$ cat src/rtl/cpu_step_ctrl_if.sv
// Run-control bundle between the debounced front panel and cpu_step_ctrl.
// Breakpoint signals exist only when BREAKPOINT_EN is defined.
interface cpu_step_ctrl_if #(
  parameter int CNT_WD = 16
`ifdef BREAKPOINT_EN
  , parameter int PC_WD = 8
`endif
) ();
  logic              step_pulse;
  logic              run_pulse;
  logic              clr_pulse;
  logic              halt_in;
  logic              cpu_en;
  logic              cpu_rst;
  logic              running;
  logic [1:0]        state;
  logic [CNT_WD-1:0] step_count;
`ifdef BREAKPOINT_EN
  logic [PC_WD-1:0]  pc;
  logic [PC_WD-1:0]  bp_addr;
  logic              bp_en;
`endif

  // master is the front-panel side; slave is the run controller
  modport master (
    output step_pulse, run_pulse, clr_pulse, halt_in,
`ifdef BREAKPOINT_EN
    output pc, bp_addr, bp_en,
`endif
    input  cpu_en, cpu_rst, running, state, step_count
  );

  modport slave (
    input  step_pulse, run_pulse, clr_pulse, halt_in,
`ifdef BREAKPOINT_EN
    input  pc, bp_addr, bp_en,
`endif
    output cpu_en, cpu_rst, running, state, step_count
  );
endinterface

$ cat src/rtl/cpu_step_ctrl.sv
// Single-step / free-run controller producing the CPU clock-enable and reset pulse.
// Define BREAKPOINT_EN to add a pc breakpoint that stops free-run.
module cpu_step_ctrl #(
  parameter int                CNT_WD  = 16,
  parameter int                DIV_WD  = 24,
  parameter logic [DIV_WD-1:0] DIV_MAX = 24'd12499999
`ifdef BREAKPOINT_EN
  , parameter int              PC_WD   = 8
`endif
) (
  input logic             clk,
  input logic             rst_n,
  cpu_step_ctrl_if.slave  bus
);

  typedef enum logic [1:0] {
    IDLE   = 2'b00,
    STEP   = 2'b01,
    RUN    = 2'b10,
    HALTED = 2'b11
  } state_t;

  state_t            state_q, state_d;
  logic [DIV_WD-1:0] pre_q, pre_d;
  logic [CNT_WD-1:0] cnt_q, cnt_d;
  logic              en_q, en_d;
  logic              rst_q, rst_d;
  logic              run_q, run_d;
  logic              bp_hit;

`ifdef BREAKPOINT_EN
  logic [PC_WD-1:0]  pc_v;
  logic [PC_WD-1:0]  bp_v;
  assign pc_v   = bus.pc;
  assign bp_v   = bus.bp_addr;
  assign bp_hit = bus.bp_en && (pc_v == bp_v);
`else
  assign bp_hit = 1'b0;
`endif

  always_ff @(posedge clk or negedge rst_n) begin
    if (!rst_n) begin
      state_q <= IDLE;
      pre_q   <= '0;
      cnt_q   <= '0;
      en_q    <= 1'b0;
      rst_q   <= 1'b0;
      run_q   <= 1'b0;
    end else begin
      state_q <= state_d;
      pre_q   <= pre_d;
      cnt_q   <= cnt_d;
      en_q    <= en_d;
      rst_q   <= rst_d;
      run_q   <= run_d;
    end
  end

  // Priority: clear, then halt, then breakpoint (RUN only), then run toggle, then step
  always_comb begin
    state_d = state_q;
    pre_d   = pre_q;
    cnt_d   = cnt_q;
    en_d    = 1'b0;
    rst_d   = 1'b0;
    if (bus.clr_pulse) begin
      state_d = IDLE;
      rst_d   = 1'b1;
      cnt_d   = '0;
      pre_d   = '0;
    end else if (bus.halt_in) begin
      state_d = HALTED;
    end else begin
      unique case (state_q)
        IDLE: begin
          if (bus.run_pulse) begin
            state_d = RUN;
            pre_d   = '0;
          end else if (bus.step_pulse) begin
            state_d = STEP;
            en_d    = 1'b1;
            cnt_d   = cnt_q + 1'b1;
          end
        end
        STEP: state_d = IDLE;
        RUN: begin
          if (pre_q == DIV_MAX && bp_hit) begin
            state_d = IDLE;
            pre_d   = '0;
          end else if (bus.run_pulse) begin
            state_d = IDLE;
            pre_d   = '0;
          end else if (pre_q == DIV_MAX) begin
            en_d    = 1'b1;
            pre_d   = '0;
            cnt_d   = cnt_q + 1'b1;
          end else begin
            pre_d   = pre_q + 1'b1;
          end
        end
        HALTED: state_d = HALTED;
        default: state_d = IDLE;
      endcase
    end
    run_d = (state_d == RUN);
  end

  assign bus.cpu_en     = en_q;
  assign bus.cpu_rst    = rst_q;
  assign bus.running    = run_q;
  assign bus.state      = state_q;
  assign bus.step_count = cnt_q;

endmodule
$ cat src/flat_wrapper.sv
// flat-port wrapper written by rule: the top's interface ports become plain ports
module cpu_step_ctrl_flat 
#(
  parameter int                CNT_WD  = 16,
  parameter int                DIV_WD  = 24,
  parameter logic [DIV_WD-1:0] DIV_MAX = 24'd12499999

)
  (clk, rst_n, bus_step_pulse, bus_run_pulse, bus_clr_pulse, bus_halt_in, bus_cpu_en, bus_cpu_rst, bus_running, bus_state, bus_step_count);
  cpu_step_ctrl_if #(.CNT_WD(CNT_WD)) bus_i ();
  input logic clk;
  input logic rst_n;
  input wire logic [$bits(bus_i.step_pulse)-1:0] bus_step_pulse;
  input wire logic [$bits(bus_i.run_pulse)-1:0] bus_run_pulse;
  input wire logic [$bits(bus_i.clr_pulse)-1:0] bus_clr_pulse;
  input wire logic [$bits(bus_i.halt_in)-1:0] bus_halt_in;
  output wire logic [$bits(bus_i.cpu_en)-1:0] bus_cpu_en;
  output wire logic [$bits(bus_i.cpu_rst)-1:0] bus_cpu_rst;
  output wire logic [$bits(bus_i.running)-1:0] bus_running;
  output wire logic [$bits(bus_i.state)-1:0] bus_state;
  output wire logic [$bits(bus_i.step_count)-1:0] bus_step_count;
  assign bus_i.step_pulse = bus_step_pulse;
  assign bus_i.run_pulse = bus_run_pulse;
  assign bus_i.clr_pulse = bus_clr_pulse;
  assign bus_i.halt_in = bus_halt_in;
  assign bus_cpu_en = bus_i.cpu_en;
  assign bus_cpu_rst = bus_i.cpu_rst;
  assign bus_running = bus_i.running;
  assign bus_state = bus_i.state;
  assign bus_step_count = bus_i.step_count;
  cpu_step_ctrl #(.CNT_WD(CNT_WD), .DIV_WD(DIV_WD), .DIV_MAX(DIV_MAX)) u_core (.clk(clk), .rst_n(rst_n), .bus(bus_i));
endmodule
$ cat config.mk
export PLATFORM = sky130hd
export DESIGN_NAME = cpu_step_ctrl_flat
export DESIGN_NICKNAME = d
export VERILOG_FILES = /design/src/rtl/cpu_step_ctrl_if.sv /design/src/rtl/cpu_step_ctrl.sv /design/src/flat_wrapper.sv
export SDC_FILE = /design/constraint.sdc
export NUM_CORES = 1
export LEC_CHECK = 0
export CORE_MARGIN = 1
export CORE_UTILIZATION = 55
export CTS_BUF_LIST = sky130_fd_sc_hd__clkbuf_8
export DETAILED_ROUTE_END_ITERATION = 10
export HOLD_SLACK_MARGIN = 0.02
export PLACE_DENSITY = 0.78
export RECOVER_POWER = 50
export SKIP_CTS_REPAIR_TIMING = 1
export SYNTH_ARGS = -nofsm -noshare
export SYNTH_HDL_FRONTEND = slang
export SYNTH_SLANG_ARGS = --single-unit
export TNS_END_PERCENT = 50
$ cat constraint.sdc
create_clock -name clk -period 4.7 [get_ports clk]
set_input_delay 0.94 -clock clk [delete_from_list [all_inputs] [get_ports clk]]
set_output_delay 0.94 -clock clk [all_outputs]
set_load 0.1 [all_outputs]
==> flow_summary.ini <==
[cells_and_area]
area_growth_pct = 15.28
multi_input_area_um2 = 1215
nNetsFinal = 296
diodes = 0
fillCellCount = 322
drive_gt1_share_pct = 4.514
regArea_um2 = 1126

[pwr]
power_density_nw_per_um2 = 252.9
total_power_w = 0.0007044
vdd_drop_max_mv = 0.1560
leakagePower_nw = 1.024

[floorplan]
die_height_um = 68.28
die_width_um = 68.28
dieArea_um2 = 4662
coreArea_um2 = 4115
start_util_pct = 58.71
rows = 23
io_pins = 27

[critical_path]
max_stage_delay_ns = 0.62
start_kind = input pin
path_buf_inv = 4
ff2ff_path_depth = 7
reg2reg_from = u_core.pre_q[0]$_DFFE_PN0P_
r2r_slack_ns = 1.74
critPathCaptureType = register
worstSetupPathType = input pin to register
crit_path_top_delay_cell = clkbuf_1
crit_family = buffers and inverters
crit_chain = dlygate4sd3_1, clkbuf_1, inv_1, nand3_1, a211oi_1, clkbuf_1, o21ai_0, a31oi_1
required_ns = 4.90
crit_path_frequent_cell = clkbuf_1
crit_fanout = 22
arrival_ns = 3.80
worstReg2RegEnd = u_core.bus.step_count[13]$_DFFE_PN0P_

[grt]
track_usage_pct = 25.06
overflow = 0
grt_pass1_vias = 1806
antenna_found_initial = 0
grt_max_degree = 46
grt_pass1_wl_um = 8700

[clock_network]
ctsLongestPathBuffers = 2
cts_tree = yes
root_buffer = clkbuf_8
cts_sinks = 45
ctsHtreeMaxLevel = 2
cts_buffers = 5
cts.clk_slew.worst_paths_ns = 0.08
clk_latency_ns = 0.29

[timing]
slew_violations = 46
tightest_slew_ns = 2.363
finalHoldViolCount = 0
rsz0062_at_grt = no
setup_tns_ns = 0
holdWs_ns = 0.4872
max_freq_mhz = 277.5
finClkSkew_ns = 0.005553
relSlewSlack_pct = -57.54
period_needed_ns = 3.603
final-setup-viol-count = 0
period_share_pct = 76.67

[yosys]
synth_area_leaders = dfrtp_1 (47%), a21oi_1 (5.0%), nor2_1 (3.9%)
synthSimpleGateAreaFrac_pct = 26.88
synth_area_um2 = 2416
yosysTopAreaCell = dfrtp_1
synthFlopType = dfrtp_1
synth_fp_nets = 274
synthArstFlopShare_pct = 100.0
yosysMostFrequentCell = dfrtp_1
synthMuxAreaShare_pct = 1.761
synthAdderAreaFrac_pct = 1.036
syn_area_per_cell_um2 = 9.083
synth-compound-area-share_pct = 16.36
synth_edf_count = 0
synth_seq_area_share_pct = 46.61
ys_warn_count = 0
netlist_instances = 266
post-synth-top-area-fraction_pct = 46.61
synth_cell_types = 40
synth_seq_cells = 45
netlist_top_cells_count = dfrtp_1 (45), nor2_1 (25), a21oi_1 (24)
synth_top_family_by_area = simple AND/OR/NAND/NOR gates
synthXorXnorAreaFrac_pct = 3.988

[min_path]
hp-class = register to register
hp-start = u_core.pre_q[23]$_DFFE_PN0P_
hold_depth = 1
min_to = u_core.pre_q[23]$_DFFE_PN0P_

[routing]
wirelength_um = 5186
vias = 2115
drc_errors = 0
antenna_left = 0
first_pass_iters = 4
wire_per_inst_um = 15.34
vias_per_cell = 6.257
drtIter0Drc = 199

[flow_run]
max-cap-violations = 1

[placed_design]
place.gp.congestion = 0.8717
hpwl_um = 3541
portBuffers = 26

[run_status]
status = complete, but fails checks
violations = max-capacitance violations, max-slew violations
-- cells in the final DEF (no fill, tap or decap), drive strengths merged, types with 4 or more instances in the layout --
master / netlist / routed
a21oi: 24 / 24
a31oi: 10 / 10
clkbuf: 12 / 10
clkdlybuf4s50: 0 / 24
dfrtp: 45 / 45
inv: 6 / 7
nand2: 23 / 23
nand2b: 4 / 4
nand3: 13 / 13
nand4: 9 / 9
nor2: 25 / 25
nor3: 4 / 4
nor4: 7 / 7
o21ai: 9 / 9
o31ai: 12 / 12
or3: 7 / 7
or4: 13 / 13
xnor2: 8 / 8
-- how the worst max path moves through the flow --
stage             startpoint                               endpoint  slack, ns  depth (start not counted)
2_1_floorplan    bus_halt_in  u_core.bus.step_count[10]$_DFFE_PN0P_       1.98                          7
3_3_place_gp     bus_halt_in  u_core.bus.step_count[14]$_DFFE_PN0P_       1.42                          5
3_5_place_dp     bus_halt_in  u_core.bus.step_count[12]$_DFFE_PN0P_       1.35                          5
4_1_cts          bus_halt_in  u_core.bus.step_count[12]$_DFFE_PN0P_       1.64                          5
5_1_grt        bus_clr_pulse           u_core.pre_q[17]$_DFFE_PN0P_       0.85                          8
6_report       bus_clr_pulse           u_core.pre_q[17]$_DFFE_PN0P_       1.10                          8
-- area by class of cell --
class,instances,area share [%]
timing repair buffer,30,9.793
multi-input combinational,200,43.62
clock inverter,1,0.1348
sequential,45,40.43
tap,50,2.246
inverter,6,0.8086
clock buffer,6,2.965
-- worst reg2reg max path, cell delays in order (launching register included) --
cell      delay, ns
dfrtp_1        0.45
ha_1           0.24
and4_1         0.29
nor3b_1        0.47
a31oi_2        0.14
clkbuf_1       0.47
or4_1          0.66
a21oi_1        0.16
-- flip-flops by register name, summed over array words and instances (netlist names) --
name and count:
u_core.bus.cpu_en 1, u_core.bus.running 1, u_core.bus.step_count 16, u_core.pre_q 24, u_core.bus.state 2, u_core.bus.cpu_rst 1
-- logic make-up after synthesis --
group	after synthesis
and+or+nand+nor	119
AOI/OAI and AO/OA	64
DFF	45
buffers and inverters	21
xor gates and xnor gates	11
muxes	4
adders and majority gates	2
-- per-layer routing --
| metal | track usage (%) | part of all wire [%] | wire [um] |
|---|---|---|---|
| met5 | 0 | 0 | 0 |
| met3 | 5.167 | 4.1 | 215 |
| met2 | 38.48 | 47 | 2417 |
| met1 | 36.13 | 49 | 2521 |
| met4 | 5.729 | 0.60 | 31 |
-- through the flow --
step	std cells	setup WS (ns)	utilization, %	instance area, um2
5_1_grt	338	0.8476	67.68	2785
3_3_place_gp	331	1.420	66.01	2716
2_1_floorplan	266	1.983	-	2416
4_1_cts	338	1.636	68.11	2803
3_5_place_dp	331	1.350	66.01	2716
6_report	338	1.097	67.68	2785
-- where the power goes --
group	total, W	leakage [nW]	switching [W]	internal [W]
registers	0.000395	0.623	0.00000483	0.000390
clock network	0.000235	0.0485	0.000121	0.000115
logic	0.0000741	0.352	0.0000570	0.0000171
total	0.000704	1.02	0.000183	0.000522
No activity file was read; power rests on OpenSTA's default activity.
